[config.mk]
export PLATFORM = sky130hd
export DESIGN_NAME = viterbi_channel_err_inj
export DESIGN_NICKNAME = d
export VERILOG_FILES = /design/src/rtl/viterbi_pkg.sv /design/src/rtl/viterbi_lfsr16.sv /design/src/rtl/viterbi_channel_err_inj.sv
export SDC_FILE = /design/constraint.sdc
export NUM_CORES = 1
export LEC_CHECK = 0
export CORE_ASPECT_RATIO = 1.1
export CORE_MARGIN = 4
export CORE_UTILIZATION = 48
export DETAILED_ROUTE_END_ITERATION = 8
export HOLD_SLACK_MARGIN = 0.02
export PLACE_DENSITY = 0.77
export REMOVE_ABC_BUFFERS = 1
export SLEW_MARGIN = 20
export SYNTH_ARGS = -nofsm -noshare
export SYNTH_HDL_FRONTEND = slang
export SYNTH_SLANG_ARGS = --single-unit
[constraint.sdc]
create_clock -name clk -period 2.4 [get_ports clk]
set_input_delay 0.72 -clock clk [delete_from_list [all_inputs] [get_ports clk]]
set_output_delay 0.72 -clock clk [all_outputs]
set_load 0.01 [all_outputs]
[src/rtl/viterbi_pkg.sv]
// Shared definitions for the Viterbi channel-model blocks: symbol type,
// channel-injector state encoding, LFSR polynomial and default seed.
package viterbi_pkg;

    typedef logic [1:0] sym_t;

    typedef enum logic [1:0] {
        ARMED   = 2'd0,
        HOLDOFF = 2'd1,
        BURST   = 2'd2
    } ch_state_t;

    // Fibonacci taps 16,14,13,11 expressed as a bit mask over state[15:0].
    localparam logic [15:0] LFSR_TAPS         = 16'hB400;
    localparam logic [15:0] LFSR_DEFAULT_SEED = 16'hACE1;

    // One LFSR step: shift left, feedback into bit 0.
    function automatic logic [15:0] lfsr_next(input logic [15:0] s);
        return {s[14:0], ^(s & LFSR_TAPS)};
    endfunction

    // Single-bit flip mask chosen by one LFSR bit; always one-hot.
    function automatic sym_t flip_mask(input logic sel_hi);
        return sel_hi ? 2'b10 : 2'b01;
    endfunction

endpackage

[src/rtl/viterbi_lfsr16.sv]
// 16-bit Fibonacci LFSR that advances only when step is high. A zero seed
// would lock the register, so it is replaced by the default seed.
module viterbi_lfsr16
    import viterbi_pkg::*;
(
    input  logic        clk,
    input  logic        rst,
    input  logic        step,
    input  logic [15:0] seed,
    output logic [15:0] state
);

    logic [15:0] state_q;
    logic [15:0] state_d;
    logic [15:0] seed_eff;

    assign seed_eff = (seed == 16'h0000) ? LFSR_DEFAULT_SEED : seed;
    assign state    = state_q;

    // Advance by one step per request, otherwise hold.
    always_comb begin
        state_d = state_q;
        if (step) begin
            state_d = lfsr_next(state_q);
        end
    end

    // LFSR register, reloaded with the seed on reset.
    always_ff @(posedge clk or posedge rst) begin
        if (rst) begin
            state_q <= seed_eff;
        end else begin
            state_q <= state_d;
        end
    end

endmodule

[src/rtl/viterbi_channel_err_inj.sv]
// Channel error injector between the convolutional encoder and the Viterbi
// decoder. Flips single bits of accepted symbols pseudo-randomly, keeps a
// minimum clean gap after each fault and counts flipped bits (saturating).
// Optional burst mode is enabled by defining VITERBI_CH_ERR_BURST_EN.
module viterbi_channel_err_inj
    import viterbi_pkg::*;
#(
    parameter int          MIN_GAP   = 4,
    parameter logic [15:0] SEED      = 16'hACE1,
    parameter int          CNT_W     = 16,
    parameter int          BURST_LEN = 3
) (
    input  logic             clk,
    input  logic             rst,
    input  logic             enc_valid_i,
    input  logic [1:0]       enc_i,
    input  logic             err_en_i,
    input  logic [7:0]       err_rate_i,
    input  logic             clr_cnt_i,
    output logic [1:0]       ch_o,
    output logic             ch_valid_o,
    output logic [1:0]       err_inj_o,
    output logic [CNT_W-1:0] bad_bit_ct_o
);

    localparam int               GAP_W    = (MIN_GAP > 0) ? $clog2(MIN_GAP + 1) : 1;
    localparam logic [GAP_W-1:0] GAP_LOAD = GAP_W'(MIN_GAP);
    localparam logic [CNT_W-1:0] CNT_MAX  = '1;

    // Pre-step LFSR value; every decision for the current symbol uses it.
    logic [15:0] lfsr_l;

    viterbi_lfsr16 u_lfsr (
        .clk   (clk),
        .rst   (rst),
        .step  (enc_valid_i),
        .seed  (SEED),
        .state (lfsr_l)
    );

    ch_state_t        state_q, state_d;
    logic [GAP_W-1:0] gap_q, gap_d;
    sym_t             ch_q, ch_d;
    logic             ch_valid_q, ch_valid_d;
    sym_t             err_inj_q, err_inj_d;
    logic [CNT_W-1:0] cnt_q, cnt_d;
    sym_t             mask;
    logic             hit;

    logic unused_lfsr_bits;
    assign unused_lfsr_bits = ^lfsr_l[15:9];

`ifdef VITERBI_CH_ERR_BURST_EN
    localparam int                 BURST_W    = $clog2(BURST_LEN + 1);
    localparam logic [BURST_W-1:0] BURST_LOAD = BURST_W'(BURST_LEN - 1);
    logic [BURST_W-1:0] burst_q, burst_d;
`else
    logic [31:0] unused_burst_len;
    assign unused_burst_len = 32'(BURST_LEN);
`endif

    assign hit = err_en_i && (lfsr_l[7:0] < err_rate_i);

    // Next-state and flip-mask decision; advances only on accepted symbols.
    always_comb begin
        state_d = state_q;
        gap_d   = gap_q;
        mask    = '0;
`ifdef VITERBI_CH_ERR_BURST_EN
        burst_d = burst_q;
`endif
        if (enc_valid_i) begin
            if (!err_en_i) begin
                // Disabling injection drops any holdoff or burst in progress.
                state_d = ARMED;
                gap_d   = '0;
`ifdef VITERBI_CH_ERR_BURST_EN
                burst_d = '0;
`endif
            end else begin
                case (state_q)
                    ARMED: begin
                        if (hit) begin
                            mask = flip_mask(lfsr_l[8]);
`ifdef VITERBI_CH_ERR_BURST_EN
                            if ((lfsr_l[15:12] == 4'hF) && (BURST_LEN > 1)) begin
                                state_d = BURST;
                                burst_d = BURST_LOAD;
                            end else
`endif
                            if (MIN_GAP > 0) begin
                                state_d = HOLDOFF;
                                gap_d   = GAP_LOAD;
                            end
                        end
                    end
                    HOLDOFF: begin
                        // Last clean symbol of the gap re-arms for the next one.
                        if (gap_q <= GAP_W'(1)) begin
                            state_d = ARMED;
                            gap_d   = '0;
                        end else begin
                            gap_d = gap_q - GAP_W'(1);
                        end
                    end
`ifdef VITERBI_CH_ERR_BURST_EN
                    BURST: begin
                        // Every burst symbol is flipped regardless of rate.
                        mask = flip_mask(lfsr_l[8]);
                        if (burst_q <= BURST_W'(1)) begin
                            burst_d = '0;
                            if (MIN_GAP > 0) begin
                                state_d = HOLDOFF;
                                gap_d   = GAP_LOAD;
                            end else begin
                                state_d = ARMED;
                            end
                        end else begin
                            burst_d = burst_q - BURST_W'(1);
                        end
                    end
`endif
                    default: begin
                        state_d = ARMED;
                        gap_d   = '0;
                    end
                endcase
            end
        end
    end

    // Registered channel outputs and the saturating flipped-bit counter.
    always_comb begin
        ch_d       = ch_q;
        ch_valid_d = enc_valid_i;
        err_inj_d  = '0;
        cnt_d      = cnt_q;
        if (enc_valid_i) begin
            ch_d      = enc_i ^ mask;
            err_inj_d = mask;
        end
        // Clear wins over a coincident flip; the flip still reaches ch_o.
        if (clr_cnt_i) begin
            cnt_d = '0;
        end else if (enc_valid_i && (mask != 2'b00) && (cnt_q != CNT_MAX)) begin
            cnt_d = cnt_q + CNT_W'(1);
        end
    end

    // State, gap counter, outputs and counter registers.
    always_ff @(posedge clk or posedge rst) begin
        if (rst) begin
            state_q    <= ARMED;
            gap_q      <= '0;
            ch_q       <= '0;
            ch_valid_q <= 1'b0;
            err_inj_q  <= '0;
            cnt_q      <= '0;
`ifdef VITERBI_CH_ERR_BURST_EN
            burst_q    <= '0;
`endif
        end else begin
            state_q    <= state_d;
            gap_q      <= gap_d;
            ch_q       <= ch_d;
            ch_valid_q <= ch_valid_d;
            err_inj_q  <= err_inj_d;
            cnt_q      <= cnt_d;
`ifdef VITERBI_CH_ERR_BURST_EN
            burst_q    <= burst_d;
`endif
        end
    end

    assign ch_o         = ch_q;
    assign ch_valid_o   = ch_valid_q;
    assign err_inj_o    = err_inj_q;
    assign bad_bit_ct_o = cnt_q;

endmodule

==> results of run 1 <==
==> cell usage after synthesis, drive strengths merged <==
cell type / number / area [um2]
or3: 6 / 37.5
nand2b: 3 / 18.8
nor2: 10 / 37.5
buf: 5 / 27.5
dfrtp: 33 / 826
dfstp: 8 / 210
o22a: 1 / 8.76
o21a: 2 / 15.0
nor3: 5 / 36.3
inv: 13 / 48.8
a21o: 2 / 15.0
o2111a: 1 / 20.0
o41ai: 1 / 8.76
nor3b: 1 / 12.5
a21oi: 15 / 75.1
nand3: 9 / 70.1
nor2b: 2 / 12.5
and3: 4 / 25.0
xnor2: 6 / 52.6
a211o: 2 / 17.5
or4: 2 / 15.0
nand2: 10 / 37.5
ha: 10 / 125
xor2: 3 / 26.3
nand4: 5 / 43.8
o211ai: 1 / 7.51
nand4bb: 1 / 11.3
clkbuf: 1 / 3.75
and4: 1 / 8.76
o31ai: 3 / 22.5
a21boi: 1 / 7.51
o21ai: 7 / 35.0
mux2: 17 / 195
a31oi: 3 / 25.0
a31o: 1 / 8.76
==> worst max-delay path: stages <==
cell             delay, ps
clkdlybuf4s15_1        160
inv_1                   40
ha_2                   180
a211o_1                260
a31oi_4                180
o2111a_4               280
nand3_4                100
or4_1                  470
a21oi_1                140
==> cell type report <==
| type | count | area, um2 |
|---|---|---|
| Timing Repair Buffer | 58 | 500 |
| Clock inverter | 2 | 10.0 |
| Tap cell | 54 | 67.6 |
| Fill cell | 343 | 1430 |
| Multi-Input combinational cell | 136 | 1160 |
| Sequential cell | 41 | 1040 |
| Inverter | 13 | 48.8 |
| Clock buffer | 6 | 72.6 |
==> cell families (layout without fill, tap and decap cells) <==
logic type	count (synthesis)	count (layout)	synth area share [%]
adder cells (fa/ha/maj)	10	10	5.82
buffers and inverters	19	79	3.73
flip-flops	41	41	48.2
XOR/XNOR	9	9	3.67
multiplexers	17	17	9.09
AO/OA/AOI/OAI	40	40	12.4
AND/OR/NAND/NOR	59	60	17.1
==> per-layer routing <==
layer  vias up  GRT usage, %  part of all wire (%)
met5         -             0                     0
li1        824             -                     -
met2        40          29.5                    50
met1       822          24.8                    45
met4         0          5.64                   1.5
met3         6          3.46                   3.6
==> worst max-delay path by stage <==
stage	startpoint	to	slack, ps	cells after the start
after floorplan	err_rate_i[2]	bad_bit_ct_o[11]	-240	8
after global placement	err_rate_i[2]	bad_bit_ct_o[14]	-690	9
after detailed placement	err_rate_i[2]	bad_bit_ct_o[14]	-720	9
after CTS	err_rate_i[5]	bad_bit_ct_o[11]	5	9
after global routing	u_lfsr.state[5]	bad_bit_ct_o[8]	-40	8
final	err_rate_i[3]	bad_bit_ct_o[13]	80	9
==> per-stage QoR <==
step                TNS (ps)  cells  hold slack [ps]  utilization, %  total power [mW]
finish                     0    310              493            67.0              2.44
global route           -43.7    310              524            67.0              2.61
CTS                        0    306              492            65.7              2.36
detailed placement    -12180    296              475            61.9              1.85
global placement      -11840    296              469            61.9              1.81
floorplan              -1110    189              449               -              1.57
==> what timing repair did <==
item | in CTS | in global routing
pin swaps | 12 | 9
cloned | 1 | 0
setup buffers | 1 | 4
gates resized for setup | 25 | 20
setup endpoints to repair | 20 | 14
==> sequential cells by signal (all words and copies together), names as in the netlist <==
signal        count
err_inj_o         2
ch_valid_o        1
gap_q             3
u_lfsr.state     16
bad_bit_ct_o     16
state_q           1
ch_o              2
==> power groups by stage <==
| stage | Clock [mW] | Sequential, mW | Combinational [mW] |
|---|---|---|---|
| finish | 0.439 | 1.11 | 0.894 |
| CTS | 0.452 | 1.10 | 0.814 |
| detailed placement | 0 | 1.09 | 0.754 |
| global route | 0.483 | 1.14 | 0.990 |
| floorplan | 0 | 1.06 | 0.509 |
| global placement | 0 | 1.08 | 0.729 |
==> impl_results.md, run 1 <==
- Starting Density: approximately 50%
- WP data arrival: 2540 ps
- RSZ-0062 raised after global routing: true
- Final RePlAce weighted congestion: 0.764
- Worst endpoint required time: 2620 ps
- I/O pin cnt: 36
- Root Driver: clkbuf_8
- MaxCap Viol Count: 0
- Crit. End Element: register
- Detail Placement HPWL: 3.10 mm
- Commonest cells after routing, fill and taps aside: dfrtp_1 (33), clkdlybuf4s50_1 (28), buf_4 (21)
- Comb pwr share: 36.7%
- PwrDens: approximately 840 nW/um2
- First-pass GRT wire length: 8.05 mm
- Ratio of final minimum period to clock period: between 90% and 100%
- Port buffer count: 35
- Detail Route Antenna Nets: 0
- Avg Vias per Cell: roughly 5.5
- Routed via count: approximately 1700
- Largest net degree at the start of global routing: between 40 and 50
- DR iter-0 viols: 95
- Die area: 5610 um2
- Max-slew violation count: 0
- Flops & latches, synth: 41
- Hold Crit Class: reg2reg
- Final net count: 280
- R2r setup slk: 90 ps
- Die outline width: 71.8 um
- Fin. Hold Viols: 0
- DRC: 0
- Sw frac: roughly 32%
- Num CTS Buffers: 5
- Clock Sinks: 41
- R2R depth: 7
- Sequential share of power: 45.3%
- Critical Path Source Type: input port
- Reg2Reg Capture Point: bad_bit_ct_o[13]
- Die Span Y: 78.2 um
- Max Clk Rate: 431 MHz
- Worst Hold End: gap_q[1]
- Hold_sp: gap_q[1]
- Routed wire length: 4.78 mm
- Diodes inserted: 0
- Worst VDD drop: 0.504 mV
- Gr ovfl total: 0
- Ys Warns: 0
- Final setup violating endpoints: 0
- Later-pin clock latency in the skew report: 300 ps
- Synthesis-to-finish area growth: 34.6%
- PnR worst setup slack: 78.9 ps
- Synth Area per Inst: about 11 um2
- Place WS: -720 ps
- Worst clock skew: 9.70 ps
- TritonCTS clock tree: done
- Most common cell after layout, fill and taps aside: dfrtp_1
- Placeable Area: 4320 um2
- Worst slew pin tran: 517 ps
- TritonRoute pass-1 iters: 4
- Synth cell types: 43
- Synth Instances: 195
- Setup CP Type: in2reg
- Slew HR: 65.6%
- R2R Path Start: u_lfsr.state[5]
- H-tree depth: 2
- Placed cell area: 2670 um2
- Share of post-route cells with drive strength above 1: 35.2%
- Crit Path Max Fanout: 5
- Leakage dissipation: 1.21 nW
- Post-synthesis sequential area ratio: between 40% and 50%
- Cell area after synthesis: ~2100 um2
- Sw Pwr: 0.785 mW
- Initial antenna violation count: 0
- Internal: 1.65 mW
- Clock transition at path regs: 70 ps
- CTS max path bufs: 2
- Finished Cell Area: 2890 um2
- Clock group share of total power: roughly 18%
- Min Tclk post-route: 2320 ps
- WHS Path Cells: 2
- GRT Overall Usage: 18.3%
- Mean routed wirelength per cell: 15.4 um
- Row cnt: 25
- Vias in the first global route: 1676
- Hold-fix buffers, CTS: 0
- Status: completed
Note: power is estimated with default switching activity, not from simulation.
==> run 2, diff against run 1 <==
==> constraint.sdc (replaced) <==
create_clock -name clk -period 2.4 [get_ports clk]
set_input_delay 0.48 -clock clk [delete_from_list [all_inputs] [get_ports clk]]
set_output_delay 0.48 -clock clk [all_outputs]
set_load 0.01 [all_outputs]
==> impl_results.md, run 2 (same netlist as run 1, synthesis figures left out) <==
- Clock Sinks: 41 (unchanged)
- DRT met1 WL: 2.12 mm (was 2.16 mm)
- Routed wire length: 4.68 mm (was 4.78 mm)
- Min Tclk post-route: 2400 ps (was 2320 ps)
- PwrDens: 883 nW/um2 (was 843 nW/um2)
- Tot Pwr: 2.57 mW (was 2.44 mW)
- Crit Path Max Fanout: 5 (unchanged)
- Hold_sp: gap_q[1] (unchanged)
- Fin. Hold Viols: 0 (unchanged)
- WP data arrival: 2580 ps (was 2540 ps)
- TritonRoute pass-1 iters: 4 (unchanged)
- Port buffer count: 35 (unchanged)
- Worst Setup SP: err_rate_i[7] (was err_rate_i[3])
- Filler cells: 312 (was 343)
- Vias in the first global route: 1684 (was 1676)
- R2R depth: 8 (was 7)
- CP top delay family: buffers and inverters (was compound AO/OA/AOI/OAI gates)
- Final net count: 280 (unchanged)
- Wire length on met2: 2.29 mm (was 2.37 mm)
- Largest net degree at the start of global routing: 42 (unchanged)
- Violations in the final reports: negative setup slack
- Num CTS Buffers: 5 (unchanged)
- Root Driver: clkbuf_8 (unchanged)
- Slew HR: 65.6% (about the same)
- Placeable Area: 4320 um2 (unchanged)
- CTS max path bufs: 2 (unchanged)
- Cell Chain, Critical Path: clkdlybuf4s50_1 > inv_2 > ha_4 > and4_1 > o21ai_2 > o2111a_4 > buf_4 > and3_4 > xor2_1 > mux2_2 (was clkdlybuf4s15_1 > inv_1 > ha_2 > a211o_1 > a31oi_4 > o2111a_4 > nand3_4 > or4_1 > a21oi_1)
- GRT Overall Usage: 17.7% (was 18.3%)
- Placed cell area: 2660 um2 (was 2670 um2)
- Crit. End Element: register (unchanged)
- WHS Path Cells: 2 (unchanged)
- Initial antenna violation count: 0 (unchanged)
- Commonest cells after routing, fill and taps aside: dfrtp_1 (33), clkdlybuf4s50_1 (29), buf_4 (22) (was dfrtp_1 (33), clkdlybuf4s50_1 (28), buf_4 (21))
- Avg Vias per Cell: 5.44 (was 5.46)
- Gr ovfl total: 0 (unchanged)
- Detail Route Antenna Nets: 0 (unchanged)
- Place WS: -487 ps (was -720 ps)
- Die area: 5610 um2 (unchanged)
- Setup CP Type: in2reg (unchanged)
- CP bufs+invs: 3 (was 2)
- Die Span Y: 78.2 um (unchanged)
- TritonCTS clock tree: done (unchanged)
- Final RePlAce weighted congestion: 0.774 (was 0.764)
- DR top layer: met4 (unchanged)
- Worst endpoint required time: 2580 ps (was 2620 ps)
- RSZ-0062 raised after global routing: true (unchanged)
- Max Clk Rate: 416 MHz (was 431 MHz)
- Worst VDD drop: 0.502 mV (was 0.504 mV)
- I/O pin cnt: 36 (unchanged)
- Mean routed wirelength per cell: 15.1 um (was 15.4 um)
- Row cnt: 25 (unchanged)
- Final setup violating endpoints: 1 (was 0)
- Later-pin clock latency in the skew report: 290 ps (was 300 ps)
- Ratio of final minimum period to clock period: 100% (was 96.7%)
- Hold-fix buffers, CTS: 0 (unchanged)
- Critical Path Source Type: input port (unchanged)
- DR WL met3: 182 um (was 172 um)
- PnR worst setup slack: -1.96 ps (was 78.9 ps)
- Hold Crit Class: reg2reg (unchanged)
- Delay of the slowest critical-path stage: 480 ps (was 470 ps)
- Worst clock skew: 6.69 ps (was 9.70 ps)
- First-pass GRT wire length: 7.81 mm (was 8.05 mm)
- Die outline width: 71.8 um (unchanged)
- Synthesis-to-finish area growth: 35.2% (was 34.6%)
- Finished Cell Area: 2910 um2 (was 2890 um2)
- DR iter-0 viols: 57 (was 95)
- CP Depth: 10 (was 9)
- Worst slew pin tran: 516 ps (was 517 ps)
- Diodes inserted: 0 (unchanged)
- Leakage dissipation: 1.24 nW (was 1.21 nW)
- Routed via count: 1686 (was 1692)
- Critical-path top delay cell: clkdlybuf4s50_1 (was or4_1)
- Detail Placement HPWL: 3.09 mm (was 3.10 mm)
- Status: finished, violations left (was completed)
- Starting Density: 49.8% (unchanged)
- Max-slew violation count: 0 (unchanged)
- DRC: 0 (unchanged)
- Most common cell after layout, fill and taps aside: dfrtp_1 (unchanged)
- H-tree depth: 2 (unchanged)
- Share of post-route cells with drive strength above 1: 30.1% (was 35.2%)
- Fin Setup TNS: -1.96 ps (was 0 ps)
- Clock transition at path regs: 80 ps (was 70 ps)
- R2R Path Start: u_lfsr.state[5] (unchanged)
- MaxCap Viol Count: 0 (unchanged)
-- run 2: cell count changes in the layout (fill, tap and decap cells not counted), sizes merged --
cell / delta
bufinv: +1
clkbuf: -5
clkdlybuf4s15: -1
clkdlybuf4s50: +1
clkinv: -2
dlygate4sd2: +3
dlymetal6s2s: +3
-- run 2: power by group --
part | switching (mW) | internal (mW) | total (mW)
logic | 0.368 | 0.529 | 0.897
clock network | 0.236 | 0.339 | 0.575
registers | 0.163 | 0.931 | 1.09
total | 0.767 | 1.80 | 2.57
-- run 2: worst register-to-register path, cell delays in order, from the launching register on --
cell	delay, ps
dfstp_2	570
ha_4	200
a211o_1	280
o211ai_1	150
o2111a_4	330
buf_6	120
nand4_1	110
or3_1	360
a21oi_1	150
-- run 2: layout make-up --
class	count	area (um2)	area share, %
Clock buffer	7	86.3	2.97
Clock inverter	1	30.0	1.03
Inverter	13	48.8	1.68
Multi-Input combinational cell	136	1110	38.1
Sequential cell	41	1040	35.7
Tap cell	54	67.6	2.33
Timing Repair Buffer	58	531	18.3
-- run 2: path summary, 6_finish.rpt --
check / to / slack, ps
min in group asynchronous: u_lfsr.state[12] / 610
max in group asynchronous: u_lfsr.state[6] / 1420
min: gap_q[1] / 500
min reg2reg: gap_q[1] / 500
max: ch_o[1] / -2
max reg2reg: bad_bit_ct_o[8] / 70
-- run 2: repair_timing --
item                                    4_1_cts  5_1_grt
cloned                                        1        0
endpoints found under the setup margin       14       14
resized for setup                            11        8
pin swaps                                    10        8
endpoints found under the hold margin         0        0
buffers inserted                              4        2
-- run 2: stage by stage --
step / hold WS (ps) / std cells / utilization (%)
6_report: 496 / 310 / 67.3
5_1_grt: 517 / 310 / 67.3
4_1_cts: 498 / 308 / 66.1
3_5_place_dp: 480 / 295 / 61.7
3_3_place_gp: 470 / 295 / 61.7
2_1_floorplan: 449 / 189 / -
-- run 2: routing by layer --
metal  vias to the layer above  GRT usage [%]
li1                        826              -
met1                       817           23.1
met2                        37           28.2
met3                         6           3.33
met4                         0           8.08
met5                         -              0
==> run 3, diff against run 2 <==
- CTS_CLUSTER_SIZE: default -> 40
==> results of run 3 <==
The final DEF is identical to that of run 2; final timing and power are the same.
